<file path="src/rtl/pong_match_fsm.sv">
// Pong match controller: game state, per-player scores, serve delay and countdown.
// Ends the match on time-out or first-to-WIN_SCORE and reports the winner or a tie.
module pong_match_fsm #(
  parameter int unsigned NUM_PLAYERS   = 2,
  parameter int unsigned SCORE_W       = 3,
  parameter int unsigned WIN_SCORE     = 5,
  parameter int unsigned MATCH_SECONDS = 180,
  parameter int unsigned TIME_W        = 8,
  parameter int unsigned SERVE_DELAY   = 100_000_000,
  parameter bit          AUTO_SERVE    = 1'b0
) (
  input  logic                           clk,
  input  logic                           rst,
  input  logic                           start,
  input  logic                           pause,
  input  logic                           tick_1hz,
  input  logic [1:0]                     mode,
  input  logic [NUM_PLAYERS-1:0]         miss,
  output logic [2:0]                     state,
  output logic                           stop,
  output logic                           serve_req,
  output logic [NUM_PLAYERS*SCORE_W-1:0] scores,
  output logic [TIME_W-1:0]              time_left,
  output logic [1:0]                     winner,
  output logic                           winner_valid,
  output logic                           tie
);

  localparam int unsigned CntW = (SERVE_DELAY > 1) ? $clog2(SERVE_DELAY) : 1;
  localparam logic [CntW-1:0]    CntLast  = CntW'(SERVE_DELAY - 1);
  localparam logic [SCORE_W-1:0] ScoreMax = {SCORE_W{1'b1}};
  localparam logic [SCORE_W-1:0] WinVal   = SCORE_W'(WIN_SCORE);
  localparam logic [TIME_W-1:0]  TimeLoad = TIME_W'(MATCH_SECONDS);

  typedef enum logic [2:0] {
    StIdle      = 3'd0,
    StServeWait = 3'd1,
    StPlay      = 3'd2,
    StPaused    = 3'd3,
    StOver      = 3'd4
  } state_t;

  state_t                         state_q, state_d, origin_q, origin_d;
  logic                           start_q, pause_q;
  logic [1:0]                     mode_q, mode_d;
  logic [CntW-1:0]                cnt_q, cnt_d;
  logic [NUM_PLAYERS*SCORE_W-1:0] scores_q, scores_d, scores_hit;
  logic [TIME_W-1:0]              time_q, time_d, time_dec;
  logic                           serve_req_q, serve_req_d;
  logic                           stop_q, stop_d;
  logic [1:0]                     winner_q, winner_d;
  logic                           winner_valid_q, winner_valid_d;
  logic                           tie_q, tie_d;

  logic                           start_edge, pause_edge;
  logic                           timed_mode, target_mode;
  logic                           any_miss, win_hit, timeout;
  logic [SCORE_W-1:0]             best_val, cur_val;
  logic [1:0]                     best_idx;
  logic                           best_tie;

  assign start_edge  = start & ~start_q;
  assign pause_edge  = pause & ~pause_q;
  assign timed_mode  = (mode_q != 2'd1);
  assign target_mode = (mode_q != 2'd0);
  assign any_miss    = |miss;
  assign time_dec    = (time_q != '0) ? time_q - TIME_W'(1) : time_q;
  // A tick that takes the clock from 1 to 0 ends a timed match.
  assign timeout     = tick_1hz && timed_mode && (time_q == TIME_W'(1));

  // Scores as they would stand if this cycle's miss pattern were honoured.
  always_comb begin
    scores_hit = scores_q;
    win_hit    = 1'b0;
    for (int i = 0; i < NUM_PLAYERS; i++) begin
      if (!miss[i] && scores_q[i*SCORE_W +: SCORE_W] != ScoreMax) begin
        scores_hit[i*SCORE_W +: SCORE_W] = scores_q[i*SCORE_W +: SCORE_W] + SCORE_W'(1);
      end
      if (scores_hit[i*SCORE_W +: SCORE_W] >= WinVal) begin
        win_hit = 1'b1;
      end
    end
  end

  always_comb begin
    state_d     = state_q;
    origin_d    = origin_q;
    mode_d      = mode_q;
    cnt_d       = cnt_q;
    scores_d    = scores_q;
    time_d      = time_q;
    serve_req_d = 1'b0;

    unique case (state_q)
      StIdle: begin
        scores_d = '0;
        time_d   = TimeLoad;
        if (start_edge) begin
          mode_d  = (mode == 2'd3) ? 2'd2 : mode;
          cnt_d   = '0;
          state_d = StServeWait;
        end
      end
      StServeWait: begin
        if (tick_1hz) time_d = time_dec;
        if (timeout) begin
          state_d = StOver;
        end else if (pause_edge) begin
          origin_d = StServeWait;
          state_d  = StPaused;
        end else if (cnt_q == CntLast) begin
          if (AUTO_SERVE || start_edge) begin
            state_d     = StPlay;
            serve_req_d = 1'b1;
          end
        end else begin
          cnt_d = cnt_q + CntW'(1);
        end
      end
      StPlay: begin
        if (tick_1hz) time_d = time_dec;
        if (any_miss) begin
          scores_d = scores_hit;
          cnt_d    = '0;
          state_d  = (target_mode && win_hit) ? StOver : StServeWait;
        end
        if (timeout) begin
          state_d = StOver;
        end else if (!any_miss && pause_edge) begin
          origin_d = StPlay;
          state_d  = StPaused;
        end
      end
      StPaused: begin
        if (pause_edge) state_d = origin_q;
      end
      StOver: begin
        if (start_edge) begin
          scores_d = '0;
          time_d   = TimeLoad;
          state_d  = StIdle;
        end
      end
      default: state_d = StIdle;
    endcase
  end

  assign stop_d = (state_d != StPlay);

  // Result is taken from the final scores on the cycle that enters OVER.
  always_comb begin
    winner_d       = winner_q;
    winner_valid_d = winner_valid_q;
    tie_d          = tie_q;
    best_val       = scores_d[SCORE_W-1:0];
    best_idx       = 2'd0;
    best_tie       = 1'b0;
    cur_val        = '0;
    for (int i = 1; i < NUM_PLAYERS; i++) begin
      cur_val = scores_d[i*SCORE_W +: SCORE_W];
      if (cur_val > best_val) begin
        best_val = cur_val;
        best_idx = 2'(i);
        best_tie = 1'b0;
      end else if (cur_val == best_val) begin
        best_tie = 1'b1;
      end
    end
    if (state_d == StOver && state_q != StOver) begin
      winner_d       = best_idx;
      winner_valid_d = ~best_tie;
      tie_d          = best_tie;
    end else if (state_d == StIdle) begin
      winner_d       = 2'd0;
      winner_valid_d = 1'b0;
      tie_d          = 1'b0;
    end
  end

  always_ff @(posedge clk or posedge rst) begin
    if (rst) begin
      state_q        <= StIdle;
      origin_q       <= StServeWait;
      start_q        <= 1'b0;
      pause_q        <= 1'b0;
      mode_q         <= 2'd0;
      cnt_q          <= '0;
      scores_q       <= '0;
      time_q         <= TimeLoad;
      serve_req_q    <= 1'b0;
      stop_q         <= 1'b1;
      winner_q       <= 2'd0;
      winner_valid_q <= 1'b0;
      tie_q          <= 1'b0;
    end else begin
      state_q        <= state_d;
      origin_q       <= origin_d;
      start_q        <= start;
      pause_q        <= pause;
      mode_q         <= mode_d;
      cnt_q          <= cnt_d;
      scores_q       <= scores_d;
      time_q         <= time_d;
      serve_req_q    <= serve_req_d;
      stop_q         <= stop_d;
      winner_q       <= winner_d;
      winner_valid_q <= winner_valid_d;
      tie_q          <= tie_d;
    end
  end

  assign state        = state_q;
  assign stop         = stop_q;
  assign serve_req    = serve_req_q;
  assign scores       = scores_q;
  assign time_left    = time_q;
  assign winner       = winner_q;
  assign winner_valid = winner_valid_q;
  assign tie          = tie_q;

endmodule

</file>
<file path="config.mk">
export PLATFORM = sky130hd
export DESIGN_NAME = pong_match_fsm
export DESIGN_NICKNAME = d
export VERILOG_FILES = /design/src/rtl/pong_match_fsm.sv
export SDC_FILE = /design/constraint.sdc
export NUM_CORES = 1
export LEC_CHECK = 0
export BUFFER_PORTS_ARGS = -buffer_cell sky130_fd_sc_hd__buf_4
export CELL_PAD_IN_SITES_DETAIL_PLACEMENT = 0
export CELL_PAD_IN_SITES_GLOBAL_PLACEMENT = 1
export CORE_ASPECT_RATIO = 0.9
export CORE_MARGIN = 2
export CORE_UTILIZATION = 39
export DETAILED_ROUTE_END_ITERATION = 16
export PLACE_DENSITY_LB_ADDON = 0.1
export SLEW_MARGIN = 5
export SYNTH_ARGS = -nofsm -noshare
export SYNTH_HDL_FRONTEND = slang
export SYNTH_SLANG_ARGS = --single-unit
</file>
<file path="constraint.sdc">
create_clock -name clk -period 2.3 [get_ports clk]
set_input_delay 0.46 -clock clk [delete_from_list [all_inputs] [get_ports clk]]
set_output_delay 0.46 -clock clk [all_outputs]
set_load 0.02 [all_outputs]
</file>
==> flow_summary.json, run 1 <==
{
  "vdd_drop_max_mv": 0.579,
  "end_kind": "flip-flop",
  "cts_root_buf": "clkbuf_8",
  "synth_edf_count": 0,
  "seq_area_um2": 1390,
  "setup_viol": 1,
  "drc": 0,
  "worstPathMaxFanout": 3,
  "cts_made_buffers": 5,
  "fmax_mhz": 427,
  "crit_path_max_incr_delay_ns": 0.41,
  "synth_area_leaders": "dfrtp_1, dfstp_2, nor2_1",
  "seq_area_frac_synth_pct": 44.5,
  "clk_transition_reported_paths_ns": 0.10,
  "synth_cell_types": 57,
  "pin_count": 32,
  "intPower_mw": 2.23,
  "crit_family": "compound AO/OA/AOI/OAI gates",
  "syn_nets": 359,
  "final_area_um2": 4270,
  "cp_data_required_time_ns": 2.51,
  "slew_headroom_pct": 65.7,
  "cts_hold_buffers": 0,
  "die_x_um": 98.2,
  "grtUsageTotal_pct": 19.5,
  "synth_top_area_cell": "dfrtp_1",
  "start_util_pct": 40.7,
  "syn_area_per_cell_um2": 9.16,
  "syn_area_um2": 3110,
  "rsz0062_at_grt": "yes",
  "regToRegSetupSlack_ns": -0.04,
  "final_cell_mix": "buf_4, dfrtp_1, nor2_1",
  "die_y_um": 88.8,
  "num-nets-final": 463,
  "drt-initial-drc-count": 116,
  "cts_max_level": 2,
  "gp_congestion": 0.850,
  "cp.arrival_ns": 2.55,
  "routed_wl_um": 8030,
  "reg2reg_depth": 9,
  "leakage_nw": 1.95,
  "ys_ff_latch": 55,
  "clock_latency_ns": 0.32,
  "rows": 30,
  "async_flop_share_pct": 100,
  "grt_pass1_vias": 2711,
  "crit_type": "reg -> reg",
  "fin_hold_ws_ns": 0.170,
  "coreArea_um2": 7660,
  "path_cells": "ha_2 -> ha_4 -> nor2_2 -> nand3_1 -> a41oi_4 -> a2111oi_2 -> a211o_1 -> or3b_4 -> a31o_1",
  "grt_max_degree": 24,
  "powerDensity_nw_per_um2": 863,
  "clock_skew_ns": 0.00824,
  "finalSetupTns_ns": -0.0422,
  "fin_ws_ns": -0.0422,
  "n_fill_cell": 741,
  "layout_commonest_cell": "buf_4",
  "wl_per_cell_um": 14.8,
  "start_kind": "flip-flop",
  "dr.pass1.iters": 5,
  "cts_sinks": 55,
  "synth_top_area_share_pct": 39.4,
  "path_buf_inv": 0,
  "antennaDiodeCount": 0,
  "grt_overflow": 0,
  "swShare_pct": 39.6,
  "multi_input_area_um2": 1810,
  "dieArea_um2": 8710,
  "hold_viol": 0,
  "ant_nets": 0,
  "final_util_pct": 55.8,
  "netlist_instances": 340,
  "area_growth_pct": 37.3,
  "combPwrFrac_pct": 50.7,
  "cts_tree": "built",
  "num_vias": 2822,
  "violations": "setup timing",
  "drive_above_1_share_pct": 36.2,
  "pwr-share-seq_pct": 33.9,
  "clockPowerShare_pct": 15.4,
  "numPortBuffers": 30,
  "fin_crit_sh_pct": 102,
  "yosysWarnings": 0,
  "timing.rr.end": "winner[0]",
  "worst_pin_slew_ns": 0.509,
  "grt_pass1_wl_um": 13600,
  "power_switching_mw": 1.46,
  "outcome": "finished, violations left",
  "viasPerCell": 5.22,
  "slew_violations": 0,
  "cp_slowest_cell": "dfrtp_2",
  "antenna_found_initial": 0,
  "ys.flop_type": "dfrtp_1",
  "clockBufferDepth": 2,
  "reg2reg_from": "scores[3]",
  "timing.max_cap.violations": 0,
  "period_needed_ns": 2.34,
  "hpwl_um": 6010,
  "hp-class": "in -> async",
  "placed_area_um2": 3990
}
[logic make-up (layout without fill, tap and decap cells)]
group	after synthesis	count (layout)	synth area share (%)
and+or+nand+nor	164	164	27.8
adders and majority gates	10	10	4.02
AOI/OAI and AO/OA	69	69	14.9
DFF	55	55	44.5
xor gates and xnor gates	18	18	5.06
muxes	3	3	1.09
other	1	1	0.120
buffers and inverters	20	125	2.57
[area by class of cell]
type	instances	area share, %
clock buffer	7	2.02
timing repair buffer	106	19.3
multi-input combinational	265	42.3
sequential	55	32.4
tap	96	2.81
clock inverter	1	0.117
inverter	11	0.966
[per-stage QoR]
stage / instances / setup WS, ns / power, mW
5_1_grt: 541 / -0.128 / 3.98
3_3_place_gp: 528 / -0.105 / 3.04
3_5_place_dp: 528 / -0.166 / 3.06
4_1_cts: 537 / -0.0397 / 3.67
2_1_floorplan: 340 / -0.0967 / 2.31
6_report: 541 / -0.0422 / 3.69
[worst max-delay path by stage]
stage,cells past startpoint,end,startpoint
finish,9,winner[0],scores[3]
global route,9,winner[0],scores[3]
CTS,7,winner[0],time_left[6]
detailed placement,10,winner[0],miss[0]
global placement,7,winner[0],time_left[6]
floorplan,9,cnt_q[22],time_left[1]
[Yosys cell counts (all sizes together), types with 2 or more instances]
library cell,instances
xor2,16
dfstp,6
a21oi,13
dfrtp,49
nor4,6
and3,9
nor2,42
xnor2,2
nor2b,4
a31oi,2
o31ai,2
and4,2
o21ai,26
nand2,30
nor3,7
or4,4
nand4,12
a31o,2
a211o,2
o21a,3
ha,10
or3,10
a21o,2
nand3,19
o221ai,3
clkbuf,7
o2bb2ai,2
a22o,3
a22oi,2
or2,2
and2,3
buf,2
mux2,3
inv,11
nand2b,10
[sequential cells by signal, indices dropped and copies added, names as in the netlist]
register and cells:
cnt_q 27, serve_req 1, scores 6, tie 1, winner_valid 1, stop 1
origin_q 2, pause_q 1, winner 1, state 3, start_q 1, mode_q 2
time_left 8
[metal layers]
metal,share of wire (%),GRT usage (%),routed length [µm],vias up
met5,0,0,0,-
met4,1.1,5.35,87,0
met3,2.8,3.24,224,10
met2,43,28.0,3430,37
met1,53,30.2,4290,1341
li1,-,-,-,1434
[worst register-to-register path: cells and delay by family (launching register included)]
kind | cells | cell delay (ns)
adder cells (fa/ha/maj) | 2 | 0.36
AND/OR/NAND/NOR | 3 | 0.65
AO/OA/AOI/OAI | 4 | 0.82
flip-flops | 1 | 0.41
[power groups by stage]
stage	clock network, mW	registers (mW)	logic, mW
2_1_floorplan	0	1.44	0.875
6_report	0.568	1.25	1.87
5_1_grt	0.633	1.27	2.07
3_5_place_dp	0	1.27	1.80
3_3_place_gp	0	1.26	1.78
4_1_cts	0.588	1.25	1.83
[timing repair]
action	in CTS	in global routing
buffers inserted	1	4
cloned	0	0
gates resized for setup	16	16
pin swaps	7	4
endpoints found under the setup margin	3	17
hold endpoints to repair	0	0
No activity file was read; power rests on OpenSTA's default activity.
==> run 2: changes to the inputs <==
PLACE_DENSITY = 0.74   (was not set)
PLACE_DENSITY_LB_ADDON = not set   (was 0.1)
==> run 2 against run 1 <==
The run still ends with setup timing left. Count of clock-buffer cells in the layout down 1. Clock skew decreased by 0.00065 ns. Non-clock buffer count down 2. Largest power group unchanged.
==> flow_summary.json, run 2 (synthesized netlist as in run 1, its figures left out) <==
{
  "dr.pass1.iters": 4,
  "setup_viol": 1,
  "worstPathMaxFanout": 3,
  "clockBufferDepth": 2,
  "cts_root_buf": "clkbuf_8",
  "drt-initial-drc-count": 161,
  "dieArea_um2": 8710,
  "hpwl_um": 5920,
  "clock_latency_ns": 0.31,
  "grt_util_met1_pct": 26.4,
  "grt_pass1_wl_um": 13400,
  "end_kind": "flip-flop",
  "final_cell_mix": "buf_4, dfrtp_1, nor2_1",
  "cts_sinks": 55,
  "clock_skew_ns": 0.00760,
  "area_growth_pct": 39.5,
  "power_mw": 3.97,
  "gp_congestion": 0.916,
  "worst_pin_slew_ns": 0.560,
  "hp-class": "in -> async",
  "layout_commonest_cell": "buf_4",
  "die_y_um": 88.8,
  "met3_usage_pct": 3.63,
  "antenna_found_initial": 0,
  "crit_type": "reg -> reg",
  "rsz0062_at_grt": "yes",
  "cp.arrival_ns": 2.56,
  "slew_violations": 0,
  "cts_made_buffers": 5,
  "fin_crit_sh_pct": 102,
  "leakage_nw": 1.96,
  "finalSetupTns_ns": -0.0531,
  "vdd_drop_max_mv": 0.684,
  "start_kind": "flip-flop",
  "outcome": "finished, violations left",
  "drc": 0,
  "cp_data_required_time_ns": 2.51,
  "drive_above_1_share_pct": 37.0,
  "grtUsageTotal_pct": 19.0,
  "period_needed_ns": 2.35,
  "placed_area_um2": 3980,
  "fin_ws_ns": -0.0531,
  "cts_tree": "built",
  "cts_max_level": 2,
  "start_util_pct": 40.7,
  "regToRegSetupSlack_ns": -0.05,
  "pin_count": 32,
  "wl_per_cell_um": 14.8,
  "antennaDiodeCount": 0,
  "violations": "setup timing",
  "dpl_worst_slack_ns": -0.181,
  "largest_reg_flops": 27,
  "clk_transition_reported_paths_ns": 0.10,
  "hold_viol": 0,
  "ant_nets": 0,
  "num_vias": 2934,
  "routed_wl_um": 8000,
  "regMostFlops": "cnt_q",
  "grt_overflow": 0,
  "final_area_um2": 4340,
  "grt_pass1_vias": 2919,
  "die_x_um": 98.2,
  "use_met2_pct": 30.4,
  "busiest_layer": "met2",
  "slew_headroom_pct": 62.3,
  "num-nets-final": 461,
  "powerDensity_nw_per_um2": 914,
  "timing.max_cap.violations": 0,
  "viasPerCell": 5.44,
  "reg2reg_depth": 9,
  "coreArea_um2": 7660,
  "numPortBuffers": 30,
  "fmax_mhz": 425,
  "timing.rr.end": "winner[0]",
  "reg2reg_from": "scores[4]",
  "rows": 30,
  "grt_max_degree": 40
}
==> run 2: cell types whose count changed in the layout (fill, tap and decap cells not counted), moves of 2 or more <==
cell / delta
or3_1: -2
o2bb2ai_2: +2
bufinv_16: +2
a21oi_1: -2
o2bb2ai_1: -2
a21oi_2: +2
buf_4: -2
or3_4: +2
==> run 2: through the flow <==
step                instances  utilization, %  hold slack, ns
CTS                       536            54.3           0.127
global route              539            56.7           0.136
global placement          528            51.9           0.472
floorplan                 340               -           0.450
detailed placement        528            51.9           0.478
finish                    539            56.7           0.121
==> run 2: repair_timing <==
| action | 4_1_cts | 5_1_grt |
|---|---|---|
| hold buffers | 0 | 0 |
| resized for setup | 10 | 32 |
| setup endpoints to repair | 12 | 26 |
| cloned | 0 | 0 |
| buffers inserted | 0 | 3 |
| pin swaps | 1 | 18 |
==> run 2: worst max-delay path by stage <==
stage | from | end | slack [ns]
5_1_grt | scores[4] | winner[0] | -0.12
4_1_cts | scores[0] | winner[0] | -0.06
6_report | scores[4] | winner[0] | -0.05
3_5_place_dp | miss[0] | winner[0] | -0.18
3_3_place_gp | miss[0] | winner[0] | -0.09
2_1_floorplan | time_left[1] | cnt_q[22] | -0.1
==> run 2: worst max-delay path, stage by stage, from the launching register on <==
cell and delay (ns):
dfrtp_1 0.41, ha_2 0.21, ha_4 0.17, nor2_4 0.10
nand3_2 0.09, a41oi_4 0.27, a2111oi_2 0.07, a211o_1 0.28
or3b_4 0.42, a31o_1 0.22
==> run 2: power by group <==
group,leakage [nW],switching (mW),internal (mW),total (mW)
Sequential,0.727,0.0993,1.16,1.26
Combinational,1.17,1.08,0.866,1.94
Clock,0.0654,0.335,0.436,0.771
==> run 2: layout make-up <==
cell class                 count  area (µm²)
inverter                      11        41.3
timing repair buffer         104         801
multi-input combinational    265        1860
clock inverter                 2        60.1
sequential                    55        1390
tap                           96         120
fill                         697        3310
clock buffer                   6        72.6
==> run 2: routing by layer <==
metal	part of all wire, %	vias up
li1	-	1438
met1	48	1417
met2	46	70
met3	4.8	9
met4	1.1	0
met5	0	-
